$ cat config.mk
export PLATFORM = sky130hd
export DESIGN_NAME = add_cla_pipe_flat
export DESIGN_NICKNAME = d
export VERILOG_FILES = /design/src/rtl/add_cla_pipe_if.sv /design/src/rtl/add_cla_pipe.sv /design/src/flat_wrapper.sv
export SDC_FILE = /design/constraint.sdc
export NUM_CORES = 1
export LEC_CHECK = 0
export ABC_AREA = 1
export CAP_MARGIN = 25
export CORE_AREA = 8 8 158 160
export CTS_CLUSTER_DIAMETER = 50
export CTS_CLUSTER_SIZE = 24
export DETAILED_ROUTE_END_ITERATION = 12
export DIE_AREA = 0 0 166 168
export PLACE_DENSITY = 0.59
export SYNTH_ARGS = -nofsm -noshare
export SYNTH_HDL_FRONTEND = slang
export SYNTH_SLANG_ARGS = --single-unit
$ cat constraint.sdc
create_clock -name clk -period 6.4 [get_ports clk]
set_input_delay 0.96 -clock clk [delete_from_list [all_inputs] [get_ports clk]]
set_output_delay 0.96 -clock clk [all_outputs]
set_load 0.05 [all_outputs]
$ cat src/rtl/add_cla_pipe_if.sv
// Operand/result bus of the pipelined CLA adder.
// The slave modport is the adder's view; the master modport is the producer/consumer side.
interface add_cla_pipe_if #(
  parameter int WIDTH = 32
);
  logic             in_valid;
  logic             in_ready;
  logic [WIDTH-1:0] a;
  logic [WIDTH-1:0] b;
  logic             cin;
  logic             op_sub;
  logic             out_valid;
  logic             out_ready;
  logic [WIDTH-1:0] sum;
  logic             cout;
  logic             ovf;
  logic             zero;

  modport master (
    output in_valid, a, b, cin, op_sub, out_ready,
    input  in_ready, out_valid, sum, cout, ovf, zero
  );

  modport slave (
    input  in_valid, a, b, cin, op_sub, out_ready,
    output in_ready, out_valid, sum, cout, ovf, zero
  );
endinterface

$ cat src/rtl/add_cla_pipe.sv
// Pipelined carry-lookahead adder/subtractor: one SEG-bit lookahead segment per stage,
// carry registered between stages, global stall when the result is not taken.
module add_cla_pipe #(
  parameter int WIDTH = 32,
  parameter int SEG   = 8
) (
  input  logic         clk,
  input  logic         rst,
  add_cla_pipe_if.slave bus
);

  localparam int NSEG = WIDTH / SEG;
  localparam int NGRP = SEG / 4;

  generate
    if ((SEG < 4) || ((SEG % 4) != 0) || ((WIDTH % SEG) != 0)) begin : g_bad_params
      $error("add_cla_pipe: WIDTH must be a multiple of SEG, and SEG a multiple of 4");
    end
  endgenerate

  // Returns {carry into segment MSB, carry out, sum}; carries are flattened lookahead terms.
  function automatic logic [SEG+1:0] claSeg(input logic [SEG-1:0] x,
                                            input logic [SEG-1:0] y,
                                            input logic           ci);
    logic [SEG-1:0]  g;
    logic [SEG-1:0]  p;
    logic [NGRP-1:0] gg;
    logic [NGRP-1:0] gp;
    logic [NGRP:0]   gc;
    logic [SEG:0]    c;
    logic            term;
    g  = x & y;
    p  = x ^ y;
    gg = '0;
    gp = '0;
    gc = '0;
    c  = '0;
    for (int j = 0; j < NGRP; j++) begin
      gp[j] = &p[4*j +: 4];
      gg[j] = g[4*j+3] | (p[4*j+3] & g[4*j+2]) | ((&p[4*j+2 +: 2]) & g[4*j+1])
            | ((&p[4*j+1 +: 3]) & g[4*j]);
    end
    for (int j = 0; j <= NGRP; j++) begin
      term = ci;
      for (int m = 0; m < j; m++) term &= gp[m];
      gc[j] = term;
      for (int i = 0; i < j; i++) begin
        term = gg[i];
        for (int m = i + 1; m < j; m++) term &= gp[m];
        gc[j] |= term;
      end
    end
    for (int j = 0; j < NGRP; j++) begin
      for (int i = 0; i < 4; i++) begin
        term = gc[j];
        for (int m = 0; m < i; m++) term &= p[4*j+m];
        c[4*j+i] = term;
        for (int n = 0; n < i; n++) begin
          term = g[4*j+n];
          for (int m = n + 1; m < i; m++) term &= p[4*j+m];
          c[4*j+i] |= term;
        end
      end
    end
    c[SEG] = gc[NGRP];
    return {c[SEG-1], c[SEG], p ^ c[SEG-1:0]};
  endfunction

  logic [NSEG-1:0]  valid_q;
  logic [NSEG-1:0]  valid_d;
  logic             carry_q  [NSEG];
  logic             carry_d  [NSEG];
  logic [WIDTH-1:0] aSkew_q  [NSEG];
  logic [WIDTH-1:0] aSkew_d  [NSEG];
  logic [WIDTH-1:0] bSkew_q  [NSEG];
  logic [WIDTH-1:0] bSkew_d  [NSEG];
  logic [WIDTH-1:0] sumSeg_q [NSEG];
  logic [WIDTH-1:0] sumSeg_d [NSEG];
  logic             cout_q, cout_d;
  logic             ovf_q, ovf_d;
  logic             zero_q, zero_d;

  logic [WIDTH-1:0] aSrc [NSEG];
  logic [WIDTH-1:0] bSrc [NSEG];
  logic [WIDTH-1:0] sSrc [NSEG];
  logic             cSrc [NSEG];
  logic [NSEG-1:0]  vSrc;
  logic             stall;
  logic             advance;

  assign stall   = valid_q[NSEG-1] & ~bus.out_ready;
  assign advance = ~stall;

  // Stage 0 takes the preprocessed operands; later stages take the previous stage's registers.
  always_comb begin
    aSrc[0] = bus.a;
    bSrc[0] = bus.op_sub ? ~bus.b : bus.b;
    cSrc[0] = bus.cin ^ bus.op_sub;
    sSrc[0] = '0;
    vSrc[0] = bus.in_valid;
    for (int k = 1; k < NSEG; k++) begin
      aSrc[k] = aSkew_q[k-1];
      bSrc[k] = bSkew_q[k-1];
      cSrc[k] = carry_q[k-1];
      sSrc[k] = sumSeg_q[k-1];
      vSrc[k] = valid_q[k-1];
    end
  end

  always_comb begin
    logic [SEG+1:0] segRes;
    segRes  = '0;
    valid_d = vSrc;
    cout_d  = 1'b0;
    ovf_d   = 1'b0;
    for (int k = 0; k < NSEG; k++) begin
      segRes                       = claSeg(aSrc[k][k*SEG +: SEG], bSrc[k][k*SEG +: SEG], cSrc[k]);
      aSkew_d[k]                   = aSrc[k];
      bSkew_d[k]                   = bSrc[k];
      carry_d[k]                   = segRes[SEG];
      sumSeg_d[k]                  = sSrc[k];
      sumSeg_d[k][k*SEG +: SEG]    = segRes[SEG-1:0];
      if (k == NSEG - 1) begin
        cout_d = segRes[SEG];
        ovf_d  = segRes[SEG+1] ^ segRes[SEG];
      end
    end
    zero_d = (sumSeg_d[NSEG-1] == '0);
  end

  // Every pipeline register, valid bits included, freezes together while the output is stalled.
  always_ff @(posedge clk or posedge rst) begin
    if (rst) begin
      valid_q <= '0;
      cout_q  <= 1'b0;
      ovf_q   <= 1'b0;
      zero_q  <= 1'b0;
      for (int k = 0; k < NSEG; k++) begin
        carry_q[k]  <= 1'b0;
        aSkew_q[k]  <= '0;
        bSkew_q[k]  <= '0;
        sumSeg_q[k] <= '0;
      end
    end else if (advance) begin
      valid_q <= valid_d;
      cout_q  <= cout_d;
      ovf_q   <= ovf_d;
      zero_q  <= zero_d;
      for (int k = 0; k < NSEG; k++) begin
        carry_q[k]  <= carry_d[k];
        aSkew_q[k]  <= aSkew_d[k];
        bSkew_q[k]  <= bSkew_d[k];
        sumSeg_q[k] <= sumSeg_d[k];
      end
    end
  end

  assign bus.in_ready  = advance;
  assign bus.out_valid = valid_q[NSEG-1];
  assign bus.sum       = sumSeg_q[NSEG-1];
  assign bus.cout      = cout_q;
  assign bus.ovf       = ovf_q;
  assign bus.zero      = zero_q;

endmodule

$ cat src/flat_wrapper.sv
// flat-port wrapper written by rule: the top's interface ports become plain ports
module add_cla_pipe_flat 
#(
  parameter int WIDTH = 32,
  parameter int SEG   = 8
)
  (clk, rst, bus_in_valid, bus_a, bus_b, bus_cin, bus_op_sub, bus_out_ready, bus_in_ready, bus_out_valid, bus_sum, bus_cout, bus_ovf, bus_zero);
  add_cla_pipe_if #(.WIDTH(WIDTH)) bus_i ();
  input  logic clk;
  input  logic rst;
  input wire logic [$bits(bus_i.in_valid)-1:0] bus_in_valid;
  input wire logic [$bits(bus_i.a)-1:0] bus_a;
  input wire logic [$bits(bus_i.b)-1:0] bus_b;
  input wire logic [$bits(bus_i.cin)-1:0] bus_cin;
  input wire logic [$bits(bus_i.op_sub)-1:0] bus_op_sub;
  input wire logic [$bits(bus_i.out_ready)-1:0] bus_out_ready;
  output wire logic [$bits(bus_i.in_ready)-1:0] bus_in_ready;
  output wire logic [$bits(bus_i.out_valid)-1:0] bus_out_valid;
  output wire logic [$bits(bus_i.sum)-1:0] bus_sum;
  output wire logic [$bits(bus_i.cout)-1:0] bus_cout;
  output wire logic [$bits(bus_i.ovf)-1:0] bus_ovf;
  output wire logic [$bits(bus_i.zero)-1:0] bus_zero;
  assign bus_i.in_valid = bus_in_valid;
  assign bus_i.a = bus_a;
  assign bus_i.b = bus_b;
  assign bus_i.cin = bus_cin;
  assign bus_i.op_sub = bus_op_sub;
  assign bus_i.out_ready = bus_out_ready;
  assign bus_in_ready = bus_i.in_ready;
  assign bus_out_valid = bus_i.out_valid;
  assign bus_sum = bus_i.sum;
  assign bus_cout = bus_i.cout;
  assign bus_ovf = bus_i.ovf;
  assign bus_zero = bus_i.zero;
  add_cla_pipe #(.WIDTH(WIDTH), .SEG(SEG)) u_core (.clk(clk), .rst(rst), .bus(bus_i));
endmodule
Word-level counts from Yosys, hierarchy flattened
Index checks and enable logic that the tools add are counted.
{"block": "totals", "inputBits": 70, "regBits": 282, "elab_cells": 229, "output_inout_bits": 37}
{"block": "op_classes", "bitwise": 186, "n_mux": 1, "reduce_logical": 25}
{"cell": "1-bit bitwise AND", "n": 85}
{"cell": "1-bit OR", "n": 84}
{"cell": "8-bit XOR", "n": 8}
{"cell": "8-bit bitwise AND", "n": 4}
{"cell": "32-bit logical NOT", "n": 1}
{"cell": "32-bit 2-to-1 mux", "n": 1}
{"cell": "32-bit NOT", "n": 1}
{"cell": "4-bit AND reduction", "n": 8}
{"cell": "3-bit AND reduction", "n": 8}
{"cell": "2-bit AND reduction", "n": 8}
{"cell": "1-bit NOT", "n": 2}
{"cell": "1-bit XOR", "n": 2}

Depth between registers and ports, before layout
Gate-level depths: netlist (run 1).
{"block": "depth", "ltp_word": 15, "mapped_depth": 16, "ltp_nobuf": 14}

Worst setup path after synthesis (run 1)
OpenSTA, ideal clock, no wires.
{"block": "synth_timing", "path_kind": "input port to flip-flop", "startpoint": "input port bus_op_sub", "endpoint": "register u_core.sumSeg_q, in the netlist u_core.sSrc[71]", "n_path_buf": 2, "required_ns": 6.318, "setup_time_ns": 0.082, "arrival_time_ns": 2.892, "setup_slack_ns": 3.426, "path_stages": 14, "cell_sequence": "buf_4 -> buf_6 -> xor2_1 -> ha_1 -> a21oi_1 -> o211ai_1 -> nor2_1 -> inv_1 -> ha_1 -> o21ai_0 -> nand2_1 -> nand2_1 -> nand3_1 -> a31oi_1"}
{"block": "synth_via", "elab_chain_len": 14, "elab_cells_between_ends": 25, "cone_classes": "mux (1); bitwise (21); reduce/logical (3)"}
{"element": "from (decl)", "line": "flat_wrapper.sv:15", "text": "input wire logic [$bits(bus_i.op_sub)-1:0] bus_op_sub;"}
{"element": "32-bit 2-to-1 mux", "line": "add_cla_pipe.sv:97", "text": "bSrc[0] = bus.op_sub ? ~bus.b : bus.b;"}
{"element": "8-bit XOR or 8-bit bitwise AND (tied branches)", "line": "add_cla_pipe.sv:33, add_cla_pipe.sv:32"}
{"element": "1-bit bitwise AND or 2-bit AND reduction (tied branches)", "line": "add_cla_pipe.sv:40", "text": "gg[j] = g[4*j+3] | (p[4*j+3] & g[4*j+2]) | ((&p[4*j+2 +: 2]) & g[4*j+1])"}
{"element": "1-bit OR or 1-bit bitwise AND (tied branches)", "line": "add_cla_pipe.sv:40"}
{"element": "1-bit OR", "line": "add_cla_pipe.sv:40"}
{"element": "1-bit OR", "line": "add_cla_pipe.sv:41", "text": "| ((&p[4*j+1 +: 3]) & g[4*j]);"}
{"element": "1-bit OR", "line": "add_cla_pipe.sv:50", "text": "gc[j] |= term;"}
{"element": "1-bit bitwise AND (3 in series)", "line": "add_cla_pipe.sv:56", "text": "for (int m = 0; m < i; m++) term &= p[4*j+m];"}
{"element": "1-bit OR (3 in series)", "line": "add_cla_pipe.sv:61", "text": "c[4*j+i] |= term;"}
{"element": "8-bit XOR (*)", "line": "add_cla_pipe.sv:66", "text": "return {c[SEG-1], c[SEG], p ^ c[SEG-1:0]};"}
{"element": "to (signal, indexed assignment)", "line": "add_cla_pipe.sv:153", "text": "sumSeg_q[k] <= sumSeg_d[k];"}
{"element": "to (decl)", "line": "add_cla_pipe.sv:77", "text": "logic [WIDTH-1:0] sumSeg_q [NSEG];"}
Every way passes the cells marked *; elsewhere a longest branch is shown, timed or not.
A chain may end at the register's enable or synchronous reset.

Worst setup path after layout (run 1)
{"block": "layout_timing", "startpoint": "input port bus_out_ready", "endpoint": "output port bus_in_ready"}
{"block": "layout_via", "elab_chain_len": 3}
{"element": "from (decl)", "line": "flat_wrapper.sv:16", "text": "input wire logic [$bits(bus_i.out_ready)-1:0] bus_out_ready;"}
{"element": "1-bit NOT", "line": "add_cla_pipe.sv:91", "text": "assign stall = valid_q[NSEG-1] & ~bus.out_ready;"}
{"element": "1-bit bitwise AND", "line": "add_cla_pipe.sv:91"}
{"element": "1-bit NOT", "line": "add_cla_pipe.sv:92", "text": "assign advance = ~stall;"}
{"element": "to (decl)", "line": "flat_wrapper.sv:17", "text": "output wire logic [$bits(bus_i.in_ready)-1:0] bus_in_ready;"}
Every way passes these cells.

==> implementation parameters, run 1 <==
Parameter                              Value

Outcome
  Outcome ... finished clean

Floorplanning
  Number of placement rows ... 55
  Area inside the core boundary ... 22370 um2
  DIE AREA ... 27890 um2
  I/O pin total ... 107
  DIE HEIGHT ... 168 um
  Effective utilization at floorplan ... 0.3940
  Die extent in x ... 166 um

STA
  Final sum of negative setup slack ... 0 ps
  Unrepaired setup endpoints after global routing ... no
  Final period util ... 0.5499
  Headroom to the max-slew limit ... 0.3939
  Shortest clock period the worst path allows after layout ... 3519 ps
  Fmax achieved ... 284.2 MHz
  Largest clock skew in the final design ... 8.572 ps
  Total of endpoints with negative setup slack in the final report ... 0
  Final hold violations ... 0
  Final number of max-transition violations ... 0
  Worst-Margin Slew ... 909.1 ps

Logic synthesis
  Netlist area before placement ... 8811 um2
  Sequential share of the synthesized area ... 0.5283
  Synthesis Warnings ... 0
  Mean Syn Cell Area ... 8.776 um2
  Net Count, Synth ... 1122
  Post-synthesis instance total ... 1004
  Count of state elements after synthesis ... 186
  Post-synth cell types ... 27

CTS
  Resized Gates After CTS ... 0
  Number of hold buffers added after CTS ... 0
  TritonCTS buffer count ... 17
  Clock-pin slew reported for the worst setup and hold paths after clock tree synthesis ... 70 ps
  Clock latency on the worst-skew pair ... 420 ps
  Number of buffers inserted to repair setup after CTS ... 0
  Clock tree from TritonCTS ... built
  Clock Tree Buf Depth ... 2
  Cell chosen for the clock root ... sky130_fd_sc_hd__clkbuf_16
  # H-tree levels ... 4
  Sinks on Clock Net ... 186

Placed design
  Placed cell count ... 1355
  Final weighted congestion in routability-driven placement ... 0.8256
  HPWL after detailed placement ... 12310 um
  Count of input and output buffers ... 106

Pwr
  Cell internal power dissipation ... 3.042 mW
  Logic gate share of total power ... 0.436
  Clock power share ... 0.183
  Net Sw Frac ... 0.4204
  Static Leakage ... 5.102 nW
  Relative contribution of sequential cells to total power ... 0.382
  Areal power density over the cells ... 496.3 nW/um2
  Switching power total ... 2.206 mW
  Maximum vdd drop ... 0.1592 mV

Route
  Wire length on met3 ... 562 um
  DRC violations left ... 0
  Metal-1 WL ... 8765 um
  Starting DRC count in detailed routing ... 366
  Routed wire length per instance ... 13.03 um
  Number of detailed-route iterations in the first pass ... 5
  Top layer in use ... met4
  Overall via count from detail_route ... 6357
  Vias per inst ... 4.583
  Length of routed met2 wiring ... 8523 um
  Overall routed net length ... 18070 um
  ANT nets after route ... 0

Layout
  Share of the core filled with cells ... 0.4727
  Final #Nets ... 1208
  Layout cells sized above 1 ... 0.03902
  Most common library cell in the layout ignoring fill and taps ... sky130_fd_sc_hd__nand2_1
  Leading cell types in the layout, fill and taps excluded ... sky130_fd_sc_hd__nand2_1 (399), sky130_fd_sc_hd__dfrtp_1 (186), sky130_fd_sc_hd__o21ai_0 (105), sky130_fd_sc_hd__clkdlybuf4s50_1 (105), sky130_fd_sc_hd__inv_1 (71)
  Final Instance Count excl. Fillers ... 1387
  Area growth from synthesis to layout ... 19.99%
  Flip-flop and latch area ... 4654 um2
  Count of filler cells inserted in the layout ... 2205
  Area taken by multi-input logic gates ... 3610 um2
  Number of antenna cells inserted ... 0

Critical path
  Critical path depth in cells ... 4
  Slowest stage cell on the critical path ... sky130_fd_sc_hd__clkdlybuf4s50_1
  Startpoint kind of the worst setup timing path ... input port
  First element of the critical path ... bus_out_ready
  Cell depth of the worst flop-to-flop path ... 12
  Crit-path leading delay family ... buffers and inverters
  Critical Path Fanout Max ... 20
  Category of the most critical setup path ... input port to primary output
  Critical path data required time ... 5440 ps
  Worst setup slack for register-to-register paths ... 4040 ps
  Cell mode on critical path ... sky130_fd_sc_hd__clkdlybuf4s50_1
  Worst path bufs/invs ... 3
  Element type at the critical path end ... primary output
  Largest incremental delay on the critical path ... 860 ps
  Reg-to-reg critical path startpoint ... u_core.bSkew_d[27]
  Reg-to-reg endpoint ... u_core.bus.zero
  Endpoint arrival time on the critical path ... 2560 ps
  Cell-by-cell listing of the critical path ... clkdlybuf4s50_1, inv_1, nand2_4, clkdlybuf4s50_1

GRT
  Vias in the first global route ... 6436
  Largest net degree at the start of global routing ... 132
  Wire length of the first global-routing pass ... 30970 um
  Initial antenna violation count ... 0
  Total track usage ... 0.1340
  Remaining Overflow, GRT ... 0

Hold path
  Hold depth ... 2
  Min-delay src ... u_core.valid_q[2]
  Terminating pin of the worst hold path ... u_core.valid_q[3]
  Type of the tightest min-delay check ... register to register

Run
  Max-capacitance violation count ... 0
synth_stat cells (all sizes together):
library cell  instances  area [um2]
o21ai               107       535.5
fa                    8       160.2
nand4                13       81.33
nor3                  1       10.01
xnor2                30       270.3
ha                   40       500.5
a21oi                12       60.06
nor2                 39       146.4
o21a                  2       15.01
clkbuf                9       33.78
dfrtp               186        4654
buf                  36       244.0
o22ai                 2       12.51
o211ai                4       30.03
nand3                21       105.1
a31oi                 4       25.02
o22a                  1       8.760
xor2                 14       122.6
inv                  73       274.0
a31o                  2       17.52
nand2               400        1504
state kept, by name (all words and copies together) (netlist names):
register and flops:
u_core.bus.cout 1, u_core.bSkew_d 48, u_core.bus.ovf 1, u_core.valid_q 4
u_core.cSrc 3, u_core.bus.zero 1, u_core.aSkew_d 48, u_core.sSrc 48
u_core.bus.sum 32
per-stage QoR:
step | worst slack [ps] | power, mW | instance area [um2] | hold WS, ps
after floorplan | 382.9 | 3.697 | 8811 | 419.8
after global placement | 2727 | 4.277 | 9993 | 434.0
after detailed placement | 2651 | 4.340 | 10020 | 439.3
after CTS | 2864 | 5.326 | 10550 | 464.0
after global routing | 2809 | 5.710 | 10570 | 491.6
final | 2881 | 5.247 | 10570 | 460.4
power by group through the flow:
stage	Sequential, mW	Clock (mW)	Combinational [mW]
2_1_floorplan	2.32	0	1.37
3_5_place_dp	2.03	0	2.31
3_3_place_gp	2.01	0	2.26
6_report	2.00	0.958	2.29
4_1_cts	2.01	0.992	2.32
5_1_grt	2.08	1.04	2.60
worst min-delay path, cell delays in order (launching register included):
cell and delay [ps]:
sky130_fd_sc_hd__dfrtp_1 330, sky130_fd_sc_hd__inv_1 50, sky130_fd_sc_hd__nand2_1 50
cell type report:
type / instances / share of cell area
clock buffers: 21 / 0.04355
clock inverters: 10 / 0.006746
inverters: 73 / 0.02710
multi-input cells: 700 / 0.3414
flip-flops and latches: 186 / 0.4402
well taps: 285 / 0.03373
repair buffers: 112 / 0.1072
worst max path at each step:
stage                              end  slack [ps]
global route              bus_in_ready        2810
detailed placement     u_core.sSrc[71]        2650
global placement       u_core.sSrc[71]        2730
CTS                       bus_in_ready        2860
finish                    bus_in_ready        2880
floorplan           u_core.aSkew_d[24]         380
logic make-up after synthesis:
kind of cell,count (synthesis),synth area share
and+or+nand+nor,474,0.2096
xor gates and xnor gates,44,0.04459
buffers and inverters,118,0.06262
AOI/OAI and AO/OA,134,0.07995
DFF,186,0.5283
adders and majority gates,48,0.07498
layer usage:
layer	GRT usage	vias up
met1	0.1717	2926
met5	0	-
met3	0.03438	14
met2	0.2191	82
met4	0.04269	0
li1	-	3335
Power figures use the tool's default switching activity.
==> run 2, diff against run 1 <==
- clock period: 6.4 -> 2.9 ns (I/O delays scaled with it)
==> run 2 against run 1 <==
Net effect:
- clock skew grew 3.4 ps
- sequential share of layout area down 0.68 points
- worst setup slack got worse by 2300 ps
- largest cell class unchanged
- critical path type is now input port to register
==> implementation parameters, run 2 (synthesis gave the netlist of run 1 again) <==
Parameter                              Value

Outcome
  Outcome ... finished clean

Critical path
  Reg-to-reg endpoint ... u_core.bus.zero
  Worst setup slack for register-to-register paths ... 610 ps (-3430 ps)
  Startpoint kind of the worst setup timing path ... input port
  Critical Path Fanout Max ... 4 (-80%)
  Element type at the critical path end ... register
  Cell depth of the worst flop-to-flop path ... 13 (+1)
  Largest incremental delay on the critical path ... 470 ps (-390 ps)
  Endpoint arrival time on the critical path ... 2650 ps (+90 ps)
  Crit-path leading delay family ... compound AO/OA/AOI/OAI gates
  Slowest stage cell on the critical path ... sky130_fd_sc_hd__clkdlybuf4s50_1
  Cell-by-cell listing of the critical path ... clkdlybuf4s50_1, xor2_1, ha_1, a21oi_1, o211ai_1, nor2_1, inv_1, ha_1, o21ai_0, nand2_1, nand2_1, nand3_1, a31oi_1
  Critical path data required time ... 3250 ps (-2190 ps)
  Reg-to-reg critical path startpoint ... u_core.bSkew_d[27]
  Category of the most critical setup path ... input port to register
  Worst path bufs/invs ... 2 (-1)

CTS
  Clock tree from TritonCTS ... built
  Resized Gates After CTS ... 0 (unchanged)
  Cell chosen for the clock root ... sky130_fd_sc_hd__clkbuf_16
  Clock Tree Buf Depth ... 2 (unchanged)
  Clock-pin slew reported for the worst setup and hold paths after clock tree synthesis ... 70 ps (about the same)
  Clock latency on the worst-skew pair ... 420 ps (about the same)
  # H-tree levels ... 4 (unchanged)
  Number of hold buffers added after CTS ... 0 (unchanged)
  Number of buffers inserted to repair setup after CTS ... 0 (unchanged)
  Sinks on Clock Net ... 186 (unchanged)
  TritonCTS buffer count ... 17 (unchanged)

Layout
  Final std cell area, no fill ... 10740 um2 (+1.6%)
  Final #Nets ... 1212 (+0.33%)
  Layout cells sized above 1 ... 0.04430 (+0.005284)
  Most common library cell in the layout ignoring fill and taps ... sky130_fd_sc_hd__nand2_1
  Area growth from synthesis to layout ... 21.88%
  Leading cell types in the layout, fill and taps excluded ... sky130_fd_sc_hd__nand2_1 (399), sky130_fd_sc_hd__dfrtp_1 (186), sky130_fd_sc_hd__o21ai_0 (105), sky130_fd_sc_hd__clkdlybuf4s50_1 (104), sky130_fd_sc_hd__inv_1 (71)
  Number of antenna cells inserted ... 0 (unchanged)
  Final Instance Count excl. Fillers ... 1391 (+0.29%)
  Count of filler cells inserted in the layout ... 2157 (-2.2%)

Floorplanning
  Area inside the core boundary ... 22370 um2 (unchanged)
  Die extent in x ... 166 um (unchanged)
  Number of placement rows ... 55 (unchanged)
  DIE HEIGHT ... 168 um (unchanged)
  DIE AREA ... 27890 um2 (unchanged)
  I/O pin total ... 107 (unchanged)
  Effective utilization at floorplan ... 0.3940 (unchanged)

Pwr
  Cell internal power dissipation ... 7.138 mW (+130%)
  Static Leakage ... 5.198 nW (+1.9%)
  Net Sw Frac ... 0.4077 (-0.01261)
  Areal power density over the cells ... 1122 nW/um2 (+130%)
  Clock power share ... 0.212 (+0.029)
  Overall power ... 12.05 mW (+130%)
  Maximum vdd drop ... 0.5411 mV (+240%)
  Switching power total ... 4.914 mW (+120%)
  Relative contribution of sequential cells to total power ... 0.365 (-0.017)
  Logic gate share of total power ... 0.423 (-0.013)

GRT
  Remaining Overflow, GRT ... 0 (unchanged)
  Vias in the first global route ... 6507 (+1.1%)
  Wire length of the first global-routing pass ... 31430 um (+1.5%)
  Largest net degree at the start of global routing ... 102 (-23%)
  Initial antenna violation count ... 0 (unchanged)
  Total track usage ... 0.1352 (+0.001247)

Route
  Overall routed net length ... 18030 um (-0.21%)
  Starting DRC count in detailed routing ... 373 (+1.9%)
  DRC violations left ... 0 (unchanged)
  Vias per inst ... 4.642 (+1.3%)
  Number of detailed-route iterations in the first pass ... 4 (-1)
  ANT nets after route ... 0 (unchanged)
  Overall via count from detail_route ... 6457 (+1.6%)
  Routed wire length per instance ... 12.96 um (-0.50%)

Placed design
  Cell area after placement ... 10090 um2 (+0.74%)
  Final weighted congestion in routability-driven placement ... 0.8229 (-0.33%)
  Placed cell count ... 1360 (+0.37%)
  HPWL after detailed placement ... 12540 um (+1.9%)
  Count of input and output buffers ... 106 (unchanged)

Hold path
  Terminating pin of the worst hold path ... u_core.valid_q[3]
  Type of the tightest min-delay check ... register to register
  Hold depth ... 2 (unchanged)
  Min-delay src ... u_core.valid_q[2]

STA
  Unrepaired setup endpoints after global routing ... no
  Final number of max-transition violations ... 0 (unchanged)
  Shortest clock period the worst path allows after layout ... 2306 ps
  Fmax achieved ... 433.6 MHz
  Total of endpoints with negative setup slack in the final report ... 0 (unchanged)
  Final period util ... 0.7953
  Headroom to the max-slew limit ... 0.6186 (+0.2246)
  Final sum of negative setup slack ... 0 ps (unchanged)
  Worst-Margin Slew ... 572.2 ps (-337.0 ps)
  Final hold violations ... 0 (unchanged)
  Largest clock skew in the final design ... 12.00 ps (+3.429 ps)

Run
  Max-capacitance violation count ... 0 (unchanged)
run 2: metrics by stage:
stage	utilization	setup slack [ps]	hold slack, ps
CTS	0.4802	577.6	453.1
global placement	0.4514	182.6	430.5
global route	0.4802	291.5	484.2
detailed placement	0.4514	143.4	434.8
floorplan	-	72.49	419.8
finish	0.4802	593.6	451.3
run 2: how the worst max path moves through the flow:
| stage | startpoint | endpoint | cells past startpoint |
|---|---|---|---|
| after floorplan | rst | u_core.aSkew_d[24] | 1 |
| after global placement | bus_b[3] | u_core.sSrc[71] | 14 |
| after detailed placement | bus_b[3] | u_core.sSrc[71] | 13 |
| after CTS | u_core.bSkew_d[27] | u_core.bus.zero | 13 |
| after global routing | u_core.bSkew_d[26] | u_core.bus.zero | 13 |
| final | bus_b[3] | u_core.sSrc[71] | 13 |
run 2: routing by layer:
layer / vias to the layer above / part of all wire / track usage
li1: 3351 / - / -
met1: 2985 / 0.49 / 0.1797
met2: 98 / 0.46 / 0.2137
met3: 23 / 0.034 / 0.02947
met4: 0 / 0.017 / 0.05059
met5: - / 0 / 0
run 2: worst min-delay path, stage by stage, from the launching register on:
cell                      delay [ps]
sky130_fd_sc_hd__dfrtp_1         330
sky130_fd_sc_hd__inv_1            40
sky130_fd_sc_hd__nand2_1          50
run 2: power groups by stage:
stage | Sequential, mW | Clock (mW) | Combinational (mW)
2_1_floorplan | 5.13 | 0 | 3.03
3_3_place_gp | 4.43 | 0 | 5.07
3_5_place_dp | 4.45 | 0 | 5.18
4_1_cts | 4.41 | 2.62 | 5.19
5_1_grt | 4.54 | 2.73 | 5.81
6_report | 4.40 | 2.56 | 5.10
run 2: cell type report:
class | instances | area [um2] | area share
clock buffer | 18 | 429.2 | 0.03996
clock inverter | 13 | 215.2 | 0.02004
inverter | 73 | 282.8 | 0.02633
multi-input combinational | 700 | 3610 | 0.3361
sequential | 186 | 4654 | 0.4334
tap | 285 | 356.6 | 0.03321
timing repair buffer | 116 | 1191 | 0.1109
==> run 3, diff against run 2 <==
- clock period: 2.9 -> 1.9 ns (I/O delays scaled with it)
==> run 3 against run 2 <==
Net effect:
- the run now ends with negative setup slack left
- global-route usage up 0.42 points
- sequential power up 54%
- worst setup slack worse by 760 ps
- register-to-register slack worse by 780 ps
- largest cell class unchanged
- critical endpoint is now u_core.bus.zero
- largest power group unchanged
- clock power up 34%
- hold slack worse by 350 ps
- sequential cell count unchanged
- total power up 63%
- first-iteration DRC count up 13%
- via count up 2.5%
==> implementation parameters, run 3 (synthesis gave the netlist of run 1 again) <==
Parameter                              Value

CTS
  Clock-pin slew reported for the worst setup and hold paths after clock tree synthesis ... 70 ps (about the same)
  Clock latency on the worst-skew pair ... 420 ps (about the same)
  Sinks on Clock Net ... 186 (unchanged)
  # H-tree levels ... 4 (unchanged)
  Clock Tree Buf Depth ... 2 (unchanged)
  TritonCTS buffer count ... 17 (unchanged)
  Clock tree from TritonCTS ... built
  Cell chosen for the clock root ... sky130_fd_sc_hd__clkbuf_16

GRT
  Initial antenna violation count ... 1 (+1)
  Wire length of the first global-routing pass ... 32210 um (+2.5%)
  Vias in the first global route ... 6667 (+2.5%)
  Largest net degree at the start of global routing ... 75 (-26%)
  Remaining Overflow, GRT ... 0 (unchanged)
  Total track usage ... 0.1395 (+0.004232)

Route
  Routed wire length per instance ... 13.31 um (+2.7%)
  Number of detailed-route iterations in the first pass ... 4 (unchanged)
  Overall routed net length ... 19220 um (+6.6%)
  Starting DRC count in detailed routing ... 421 (+13%)
  Metal-1 WL ... 9285 um (+5.2%)
  DRC violations left ... 0 (unchanged)
  Vias per inst ... 4.584 (-1.2%)
  Overall via count from detail_route ... 6620 (+2.5%)
  ANT nets after route ... 0 (unchanged)
  Length of routed met2 wiring ... 9190 um (+11%)
  Top layer in use ... met4
  Wire length on met3 ... 500 um (-19%)

Floorplanning
  Area inside the core boundary ... 22370 um2 (unchanged)
  I/O pin total ... 107 (unchanged)
  Effective utilization at floorplan ... 0.3940 (unchanged)
  Number of placement rows ... 55 (unchanged)
  Die extent in x ... 166 um (unchanged)
  DIE AREA ... 27890 um2 (unchanged)
  DIE HEIGHT ... 168 um (unchanged)

STA
  Worst-Margin Slew ... 512.2 ps (-59.97 ps)
  Unrepaired setup endpoints after global routing ... yes
  Total of endpoints with negative setup slack in the final report ... 8 (+8)
  Largest clock skew in the final design ... 8.547 ps (-3.454 ps)
  Slack of the critical path ... -168.8 ps (-762.4 ps)
  Fmax achieved ... 483.4 MHz
  Shortest clock period the worst path allows after layout ... 2069 ps
  Final number of max-transition violations ... 0 (unchanged)
  Final period util ... 1.089
  Final hold violations ... 0 (unchanged)
  Headroom to the max-slew limit ... 0.6580 (+0.03942)
  Hold slack ... 104.6 ps (-346.7 ps)

Critical path
  Startpoint kind of the worst setup timing path ... register
  Largest incremental delay on the critical path ... 470 ps (about the same)
  Slowest stage cell on the critical path ... sky130_fd_sc_hd__fa_2
  Element type at the critical path end ... register
  Critical Path Fanout Max ... 3 (-1)
  Category of the most critical setup path ... register to register
  Cell-by-cell listing of the critical path ... ha_4, nand2_2, inv_2, nand4_1, nand4_1, fa_2, inv_2, nand3_2, nor2_1, nand2_1, nor2_2, nand4_1, nand2_1
  Endpoint arrival time on the critical path ... 2430 ps (-220 ps)
  Critical path data required time ... 2260 ps (-990 ps)
  Cell mode on critical path ... sky130_fd_sc_hd__nand4_1

Pwr
  Static Leakage ... 5.769 nW (+11%)
  Maximum vdd drop ... 0.7320 mV (+35%)
  Areal power density over the cells ... 1707 nW/um2 (+52%)

Run
  Max-capacitance violation count ... 0 (unchanged)

Placed design
  Count of input and output buffers ... 106 (unchanged)
  Placed cell count ... 1397 (+2.7%)
  Worst setup slack after placement ... -617.4 ps (-760.8 ps)
  HPWL after detailed placement ... 13500 um (+7.7%)
  Final weighted congestion in routability-driven placement ... 0.7909 (-3.9%)

Hold path
  Type of the tightest min-delay check ... input port to async pin

Layout
  Leading cell types in the layout, fill and taps excluded ... sky130_fd_sc_hd__nand2_1 (384), sky130_fd_sc_hd__dfrtp_1 (186), sky130_fd_sc_hd__o21ai_0 (92), sky130_fd_sc_hd__inv_1 (68), sky130_fd_sc_hd__clkdlybuf4s50_1 (61)
  Flip-flop and latch area ... 4654 um2 (unchanged)
  Final #Nets ... 1263 (+4.2%)
  Final Instance Count excl. Fillers ... 1444 (+3.8%)
  Most common library cell in the layout ignoring fill and taps ... sky130_fd_sc_hd__nand2_1
  Layout cells sized above 1 ... 0.1485 (+0.1042)
  Count of filler cells inserted in the layout ... 2054 (-4.8%)
  Area taken by multi-input logic gates ... 3989 um2 (+11%)
  Share of the core filled with cells ... 0.5148 (+0.03463)
  Area growth from synthesis to layout ... 30.67%

Outcome
  Outcome ... complete, but fails checks
  Violated checks ... negative setup slack
## run 3: cell count changes in the layout (fill, tap and decap cells not counted), sizes merged, moves of 2 or more
cell / delta
buf: +60
bufinv: -4
clkbuf: +2
clkdlybuf4s50: -43
clkinvlp: +3
dlygate4sd2: +9
dlymetal6s2s: +23
inv: +3
## run 3: path summary, 6_finish.rpt
kind / startpoint / slack [ps] / cells after the start / to
max: u_core.aSkew_d[26] / -170 / 13 / u_core.bus.zero
min: rst / 100 / 2 / u_core.bus.sum[7]
max reg2reg: u_core.aSkew_d[26] / -170 / 13 / u_core.bus.zero
min reg2reg: u_core.valid_q[2] / 460 / 2 / u_core.valid_q[3]
max in group asynchronous: rst / 1180 / 3 / u_core.aSkew_d[84]
min in group clk: bus_a[13] / 400 / 3 / u_core.aSkew_d[77]
## run 3: power breakdown
part	total [mW]	internal [mW]	switching [mW]	leakage, nW
clock	3.44	1.84	1.60	0.268
sequential	6.76	5.72	1.04	2.25
combinational	9.45	3.90	5.55	3.25
total	19.6	11.5	8.19	5.77
## run 3: through the flow
stage	setup TNS (ps)	power, mW	cell area [um2]
floorplan	-145610	12.69	8935
global placement	-3529	15.26	10520
detailed placement	-4359	15.47	10520
CTS	-678.8	19.57	11290
global route	-1814	21.29	11510
finish	-446.7	19.65	11510
## run 3: cell type report
class	count	area share
Multi-Input combinational cell	700	0.3464
Tap cell	285	0.03097
Clock inverter	14	0.01185
Inverter	73	0.02456
Sequential cell	186	0.4043
Antenna cell	1	0.0002173
Timing Repair Buffer	167	0.1444
Clock buffer	18	0.03727
## run 3: routing by layer
metal / track usage / vias up
li1: - / 3452
met1: 0.1818 / 3083
met2: 0.2308 / 74
met3: 0.03017 / 11
met4: 0.03953 / 0
met5: 0 / -
## run 3: repair_timing
item / in CTS / in global routing
pin swaps: 32 / 23
buffers inserted: 12 / 4
gates resized for setup: 42 / 55
cloned: 0 / 0
endpoints found under the setup margin: 23 / 40
hold buffers: 0 / 0
## run 3: critical path, delay by kind of cell, from the launching register on
| family | cells | cell delay (ps) |
|---|---|---|
| fa+ha+maj | 2 | 760 |
| buf+inv | 2 | 120 |
| flops | 1 | 420 |
| simple gates | 9 | 720 |
